[src/rtl/insn_encoder.sv]
`default_nettype none
// ============================================================================
// Module      : insn_encoder
// Description : Packs instruction fields into a single instruction word,
//               checks the immediate against the range its opcode class can
//               hold, and presents accepted words through a two-entry skid
//               buffer with registered valid/ready handshakes.
//               Rejected field sets are consumed, flagged with a one-cycle
//               err_o pulse and counted in a saturating 8-bit counter.
// Revision    : 1.0 - initial release
// ============================================================================
module insn_encoder #(
    parameter int LEN_INSN      = 32,
    parameter int LEN_OPECODE   = 7,
    parameter int SHIFT_OPECODE = 25,
    parameter int LEN_IMMF      = 1,
    parameter int SHIFT_IMMF    = 24,
    parameter int LEN_REGNO     = 6,
    parameter int SHIFT_RD      = 18,
    parameter int SHIFT_RS      = 12,
    parameter int LEN_CC        = 4,
    parameter int SHIFT_CC      = 8,
    parameter int LEN_IMM       = 8,
    parameter int SHIFT_IMM     = 0,
    parameter int LEN_IMM_EX    = 32
) (
    input  logic                   clk,
    input  logic                   rst,
    input  logic                   in_valid,
    output logic                   in_ready,
    input  logic [LEN_OPECODE-1:0] opecode_i,
    input  logic [LEN_IMMF-1:0]    immf_i,
    input  logic [LEN_REGNO-1:0]   rd_i,
    input  logic [LEN_REGNO-1:0]   rs_i,
    input  logic [LEN_CC-1:0]      cc_i,
    input  logic [LEN_IMM_EX-1:0]  imm_i,
    output logic                   out_valid,
    input  logic                   out_ready,
    output logic [LEN_INSN-1:0]    insn_o,
    output logic                   err_o,
    output logic [7:0]             err_cnt_o
);

    // Width of the zero-extended immediate used by the 000_1xxx opcode class.
    localparam int C_IMM_NARROW = 5;

    // Opcode class codes taken from the top four opcode bits.
    localparam logic [3:0] C_GRP_SEXT_A = 4'b0000;
    localparam logic [3:0] C_GRP_NARROW = 4'b0001;
    localparam logic [3:0] C_GRP_SEXT_B = 4'b0011;

    // Buffer occupancy: EMPTY (main invalid), ONE (main only), FULL (main+skid).
    typedef enum logic [1:0] {
        ST_EMPTY = 2'd0,
        ST_ONE   = 2'd1,
        ST_FULL  = 2'd2
    } state_t;

    state_t                state_q, state_d;
    logic [LEN_INSN-1:0]   main_q, main_d;
    logic [LEN_INSN-1:0]   skid_q, skid_d;
    logic                  in_ready_q, in_ready_d;
    logic                  err_q, err_d;
    logic [7:0]            err_cnt_q, err_cnt_d;

    logic [3:0]            w_opc_grp;
    logic [LEN_IMM-1:0]    w_imm_field;
    logic                  w_imm_legal;
    logic [LEN_INSN-1:0]   w_enc_word;
    logic                  w_in_fire;
    logic                  w_out_fire;
    logic                  w_accept;
    logic                  w_reject;

    assign w_opc_grp  = opecode_i[LEN_OPECODE-1 -: 4];
    assign w_in_fire  = in_valid & in_ready_q;
    assign w_out_fire = out_valid & out_ready;
    assign w_accept   = w_in_fire & w_imm_legal;
    assign w_reject   = w_in_fire & ~w_imm_legal;

    // Select the immediate field and decide whether imm_i fits the opcode class.
    always_comb begin
        w_imm_field = '0;
        w_imm_legal = 1'b1;
        if (immf_i != '0) begin
            if ((w_opc_grp == C_GRP_SEXT_A) || (w_opc_grp == C_GRP_SEXT_B)) begin
                // Signed 8-bit: every bit from the field sign upward must match.
                w_imm_field = imm_i[LEN_IMM-1:0];
                w_imm_legal = (&imm_i[LEN_IMM_EX-1:LEN_IMM-1]) |
                              ~(|imm_i[LEN_IMM_EX-1:LEN_IMM-1]);
            end else if (w_opc_grp == C_GRP_NARROW) begin
                // Unsigned 5-bit, zero-extended into the field.
                w_imm_field[C_IMM_NARROW-1:0] = imm_i[C_IMM_NARROW-1:0];
                w_imm_legal = ~(|imm_i[LEN_IMM_EX-1:C_IMM_NARROW]);
            end else begin
                // Unsigned 8-bit.
                w_imm_field = imm_i[LEN_IMM-1:0];
                w_imm_legal = ~(|imm_i[LEN_IMM_EX-1:LEN_IMM]);
            end
        end
    end

    // Place every field at its bit position; uncovered bits stay zero.
    always_comb begin
        w_enc_word = '0;
        w_enc_word[SHIFT_OPECODE +: LEN_OPECODE] = opecode_i;
        w_enc_word[SHIFT_IMMF    +: LEN_IMMF]    = immf_i;
        w_enc_word[SHIFT_RD      +: LEN_REGNO]   = rd_i;
        w_enc_word[SHIFT_RS      +: LEN_REGNO]   = rs_i;
        w_enc_word[SHIFT_CC      +: LEN_CC]      = cc_i;
        w_enc_word[SHIFT_IMM     +: LEN_IMM]     = w_imm_field;
    end

    // Next-state logic for the skid buffer, ready flag and error reporting.
    always_comb begin
        state_d = state_q;
        main_d  = main_q;
        skid_d  = skid_q;
        case (state_q)
            ST_EMPTY: begin
                if (w_accept) begin
                    main_d  = w_enc_word;
                    state_d = ST_ONE;
                end
            end
            ST_ONE: begin
                if (w_accept && w_out_fire) begin
                    // Main drains and refills on the same edge; stays ONE.
                    main_d = w_enc_word;
                end else if (w_accept) begin
                    skid_d  = w_enc_word;
                    state_d = ST_FULL;
                end else if (w_out_fire) begin
                    state_d = ST_EMPTY;
                end
            end
            ST_FULL: begin
                if (w_out_fire) begin
                    main_d = skid_q;
                    // in_ready is low while FULL, so an accept here cannot
                    // normally coincide; if it did, it would refill the skid.
                    if (w_accept) begin
                        skid_d = w_enc_word;
                    end else begin
                        state_d = ST_ONE;
                    end
                end
            end
            default: begin
                state_d = ST_EMPTY;
            end
        endcase

        in_ready_d = (state_d != ST_FULL);
        err_d      = w_reject;
        err_cnt_d  = err_cnt_q;
        if (w_reject && (err_cnt_q != 8'hFF)) begin
            err_cnt_d = err_cnt_q + 8'd1;
        end
    end

    // State registers; reset discards any buffered word and holds in_ready low.
    always_ff @(posedge clk or negedge rst) begin
        if (!rst) begin
            state_q    <= ST_EMPTY;
            main_q     <= '0;
            skid_q     <= '0;
            in_ready_q <= 1'b0;
            err_q      <= 1'b0;
            err_cnt_q  <= 8'd0;
        end else begin
            state_q    <= state_d;
            main_q     <= main_d;
            skid_q     <= skid_d;
            in_ready_q <= in_ready_d;
            err_q      <= err_d;
            err_cnt_q  <= err_cnt_d;
        end
    end

    assign in_ready  = in_ready_q;
    assign out_valid = (state_q != ST_EMPTY);
    assign insn_o    = main_q;
    assign err_o     = err_q;
    assign err_cnt_o = err_cnt_q;

endmodule
`default_nettype wire

[config.mk]
export PLATFORM = sky130hd
export DESIGN_NAME = insn_encoder
export DESIGN_NICKNAME = d
export VERILOG_FILES = /design/src/rtl/insn_encoder.sv
export SDC_FILE = /design/constraint.sdc
export NUM_CORES = 1
export LEC_CHECK = 0
export ABC_AREA = 1
export BUFFER_PORTS_ARGS = -buffer_cell sky130_fd_sc_hd__buf_2
export CELL_PAD_IN_SITES_DETAIL_PLACEMENT = 1
export CELL_PAD_IN_SITES_GLOBAL_PLACEMENT = 2
export CORE_MARGIN = 2
export CORE_UTILIZATION = 30
export CTS_BUF_LIST = sky130_fd_sc_hd__clkbuf_4 sky130_fd_sc_hd__clkbuf_8
export DETAILED_ROUTE_END_ITERATION = 8
export PLACE_DENSITY = 0.8
export SYNTH_ARGS = -nofsm -noshare
export SYNTH_HDL_FRONTEND = slang
export SYNTH_SLANG_ARGS = --single-unit
[constraint.sdc]
create_clock -name clk -period 2 [get_ports clk]
set_input_delay 0.3 -clock clk [delete_from_list [all_inputs] [get_ports clk]]
set_output_delay 0.3 -clock clk [all_outputs]
set_load 0.005 [all_outputs]
; ---- Yosys cells after proc, flatten, opt, wreduce, memory -nomap -nowiden
; Index checks and enable logic that the tools add are counted.
[word_totals]
regBits = 76
input_bits = 60
output_inout_bits = 43
wordCells = 61
[op_classes]
n_addsub = 1
n_eq_ne = 10
muxes = 21
bitwise_logic = 9
reduce_logical = 14
[op_table]
columns = cell, n
row1 = two-way mux 32 bit, 6
row2 = case mux 32 bit (3 select lines), 1
row3 = case mux 32 bit (2 select lines), 1
row4 = OR reduction 27 bit, 1
row5 = AND reduction 25 bit, 1
row6 = OR reduction 25 bit, 1
row7 = OR reduction 24 bit, 1
row8 = two-way mux 8 bit, 2
row9 = two-way mux 2 bit, 6
row10 = inequality test 2 bit (second input constant), 5
row11 = adder 8 x 1 -> 8 bit (second input constant), 1
row12 = inequality test 8 bit (second input constant), 1
row13 = case mux 2 bit (3 select lines), 1
row14 = bitwise AND 1 bit, 4
row15 = == test 4 x 1 -> 1 bit (second input constant), 1
row16 = == test 4 x 2 -> 1 bit (second input constant), 1
row17 = zero test 4 bit, 1
row18 = inverter 1 bit, 4
row19 = AND reduction 4 bit, 1
row20 = nonzero test 2 bit, 2
row21 = two-way mux 1 bit, 3
row22 = two-way mux 3 bit, 1
row23 = AND reduction 3 bit, 1
row24 = nonzero test 3 bit, 1
row25 = other kinds (6), 7

; ---- Depth between registers and ports, before layout
[logic_depth]
depth_word = 10
ltp_mapped = 14
mapped_depth_nobuf = 13

; ---- Worst setup path after synthesis
; Ideal clock, no wire load.
[synth_path]
path_type = input to register
start = input imm_i[21]
end = register skid_q[24]
setup_time_ns = 0.117
arrival_ns = 1.381
setup_slack_ns = 0.502
cell_stages = 13
path_buffers = 1
path_cell_list = nor2_1 nand2_1 nor2_1 inv_1 nor2_1 nand3_2 nand3_4 nand2_2 inv_2 nand2_4 buf_6 nand2_1 nand2_1
[synth_via]
elab_chain_cells = 9
[synth_lines]
columns = item, line_no
row1 = "start, declared", 36  ; input logic [LEN_IMM_EX-1:0] imm_i,
row2 = OR reduction 27 bit (tied with other cells), 94  ; w_imm_legal = ~(|imm_i[LEN_IMM_EX-1:C_IMM_NARROW]);
row3 = "inverter 1 bit, on equally long branches", "94, 90, 98"
row4 = two-way mux 1 bit or OR 1 bit (tied branches), "91, 89"
row5 = two-way mux 1 bit *, 86  ; if ((w_opc_grp == C_GRP_SEXT_A) || (w_opc_grp == C_GRP_SEXT_B)) begin
row6 = two-way mux 1 bit *, 85  ; if (immf_i != '0) begin
row7 = bitwise AND 1 bit *, 78  ; assign w_accept = w_in_fire & w_imm_legal;
row8 = two-way mux 32 bit or logical AND 1 bit (tied branches), n/a
row9 = two-way mux 32 bit (tied with other cells), n/a
row10 = case mux 32 bit (2 select lines) or AND reduction 3 bit (tied branches), n/a
row11 = "end signal, assigned", 174  ; skid_q <= skid_d;
row12 = "end, declared", 61  ; logic [LEN_INSN-1:0] skid_q, skid_d;
; Every way passes the cells marked *; elsewhere a longest branch is shown, timed or not. The select of a mux whose other input is x is not followed.
; A chain may end at the register's enable or synchronous reset.

; ---- Final worst setup path
[layout_path]
start = register state_q[1]
end = register main_q[3] (netlist: insn_o[3])
[layout_via]
elab_chain_cells = 5
[layout_lines]
columns = item, line_no
row1 = "start, declared", 59  ; state_t state_q, state_d;
row2 = "start signal, assigned", 172  ; state_q <= state_d;
row3 = nonzero test 2 bit, 182  ; assign out_valid = (state_q != ST_EMPTY);
row4 = bitwise AND 1 bit, 77  ; assign w_out_fire = out_valid & out_ready;
row5 = logical AND 1 bit, 127  ; if (w_accept && w_out_fire) begin
row6 = inequality test 2 bit (no line), n/a
row7 = AND reduction 4 bit (no line), n/a
row8 = "end signal, assigned", 173  ; main_q <= main_d;
row9 = "end, declared", 60  ; logic [LEN_INSN-1:0] main_q, main_d;
; Several ways; a longest one is shown, not always the timed one.

==> qor.csv <==
metric,value,unit
dp_cells,804,
htreeDepth,3,
layout.nets,705,
fp.dieArea,0.0141,mm2
drc,0,
cpMostUsedCell,nand2_1,
post-cts-setup-buffers,0,
fill_cells,1673,
grt_first_pass_wirelength,19500,um
swShare,38.2,%
cp.arrival,2110,ps
die_w,119,um
antenna_found_initial,0,
fin_crit,1810,ps
postSynthCellCount,540,
ys_types,25,
via_per_inst,4.57,
cts-root-buf,clkbuf_8,
hold_end,skid_q[26],
regArea,0.00190,mm2
clk_path_buf_depth,2,
final_hold_viol_count,0,
ys_ff_latch,76,
critical-path-max-stage-delay,420,ps
first_pass_iters,4,
slowest_stage,dfrtp_1,
hpwl,8380,um
yosys_warnings,0,
crit_chain,"inv_1, nor2_4, nand2_1, nand2_2, buf_12, nand2_1, nand2_1",
gp_congestion,0.780,
grt_pass1_vias,3952,
power_switching,2.26,mW
syn_avg_cell_area,7.29,um2
reg2reg_depth,7,
path_clk_slew,80,ps
ioPinCount,103,
r2r-start,state_q[1],
hold-path-cell-count,3,
avgRoutedWirePerCell,14.1,um
holdBufCountCts,1,
rows,41,
place_area,0.00468,mm2
fin_crit_sh,90.6,%
overflow,0,
hp-start,opecode_i[1],
ir_drop,438,uV
finish.instance_area,0.00487,mm2
cts_buffers,9,
cts_tree,yes,
drive_above_1_share,22.2,%
drv_slew,0,
cts.sinks,76,
drtIter0Drc,198,
io_buffers,102,
seq_power_share,43.7,%
clk-insertion-delay-late,360,ps
slew_headroom,65.3,%
vias,3750,
start_util,31.0,%
ys_seq_area_share,48.3,%
fin_cells,820,
critPathKind,reg2reg,
grt_usage,17.3,%
p_int,3.65,mW
core_area,0.0127,mm2
final_antenna_net_count,0,
power_frac_comb,36.7,%
rsz0062_at_grt,no,
cts_resized,0,
hold_class,in2reg,
diodes,0,
startpoint_type,flop,
fin_util,38.3,%
tightest_slew,521,ps
multi_input_comb_area,0.00178,mm2
p_leak,2.79,nW
cp_max_fo,18,
synth_area,0.00394,mm2
drv_cap,0,
clock_skew,11.0,ps
end_kind,flop,
areaGrowthSynthToFinish,23.7,%
setup_tns,0,ps
clockPowerShare,19.7,%
rrSetupSlack,190,ps
syn_nets,601,
grt_max_degree,39,
timing.fmax,552,MHz
r2r_end,insn_o[3],
drt-total-wl,11600,um
setup_viol,0,
power.density,1210,mW/mm2
critical_path_required,2290,ps
die_h,119,um
outcome,"finished, final reports clean",
## state kept, by name, summed over array words and instances (netlist names)
| name | count |
|---|---|
| err_cnt_o | 8 |
| err_o | 1 |
| in_ready | 1 |
| insn_o | 32 |
| skid_q | 32 |
| state_q | 2 |
## critical path: cells and delay by family, from the launching register on
kind                   cells  cell delay (ps)
and+or+nand+nor            5             1010
buffers and inverters      2              300
DFF                        1              420
## routing by layer
metal  part of all wire (%)  global-route usage [%]
met5                      0                       0
met4                   0.91                    4.17
met3                    3.7                    3.76
met2                     48                    28.5
met1                     47                    23.2
## per-stage QoR
stage | power [mW] | hold WS [ps] | worst slack [ps]
2_1_floorplan | 3.86 | 4.41 | 502
3_3_place_gp | 4.72 | 315 | 102
3_5_place_dp | 4.82 | 316 | 21.9
4_1_cts | 6.03 | 168 | 123
5_1_grt | 6.43 | 175 | 21.4
6_report | 5.91 | 180 | 187
## cells in the final DEF, fill, tap and decap left out, types with 3 or more instances in the layout
| cell | Yosys | routed |
|---|---|---|
| nand2_1 | 272 | 272 |
| buf_2 | 8 | 101 |
| nand3_1 | 79 | 79 |
| dfrtp_1 | 76 | 76 |
| nor2_1 | 32 | 31 |
| inv_1 | 25 | 25 |
| buf_4 | 3 | 12 |
| clkbuf_8 | 0 | 9 |
| o21ai_0 | 7 | 7 |
| xor2_1 | 4 | 4 |
| buf_12 | 0 | 4 |
| clkinv_2 | 0 | 3 |
## logic make-up after synthesis
group	synth area share, %
simple gates	41.7
flops	48.3
buf+inv	6.64
compound gates	1.68
xor+xnor	1.33
fa+ha+maj	0.318
## power groups by stage
stage / clock network, mW / registers (mW) / logic [mW]
6_report: 1.16 / 2.58 / 2.17
4_1_cts: 1.22 / 2.59 / 2.22
5_1_grt: 1.27 / 2.67 / 2.48
3_5_place_dp: 0 / 2.60 / 2.21
2_1_floorplan: 0 / 2.57 / 1.28
3_3_place_gp: 0 / 2.58 / 2.14
## cell usage after synthesis
cell / instances / area [um2]
a21oi_1: 2 / 10.0
a21oi_4: 1 / 16.3
buf_2: 8 / 40.0
buf_4: 3 / 22.5
buf_6: 6 / 67.6
clkbuf_1: 8 / 30.0
dfrtp_1: 76 / 1900
ha_1: 1 / 12.5
inv_1: 25 / 93.8
inv_2: 2 / 7.51
nand2_1: 272 / 1020
nand2_2: 2 / 12.5
nand2_4: 1 / 11.3
nand3_1: 79 / 395
nand3_2: 1 / 10.0
nand3_4: 2 / 35.0
nand3b_1: 1 / 7.51
nor2_1: 32 / 120
nor2_4: 1 / 11.3
nor3_1: 2 / 10.0
nor3_2: 1 / 10.0
o21ai_0: 7 / 35.0
o21ai_1: 1 / 5.00
xnor2_1: 2 / 17.5
xor2_1: 4 / 35.0
## layout make-up
| type | count | share of cell area [%] |
|---|---|---|
| inverter | 27 | 2.08 |
| clock inverter | 5 | 1.10 |
| multi-input combinational | 412 | 36.6 |
| sequential | 76 | 39.0 |
| tap | 172 | 4.42 |
| timing repair buffer | 118 | 14.1 |
| clock buffer | 10 | 2.70 |
## worst max-delay path by stage
stage                           from    endpoint  slack, ps  depth (start not counted)
final                     state_q[1]   insn_o[3]        190                          7
after floorplan            imm_i[21]  skid_q[24]        500                         13
after detailed placement   imm_i[23]  skid_q[11]         20                         13
after global placement     imm_i[23]  skid_q[31]        100                         13
after CTS                 state_q[1]   insn_o[3]        120                          7
after global routing      state_q[1]   insn_o[3]         20                          7
(Power assumes the default switching activity.)
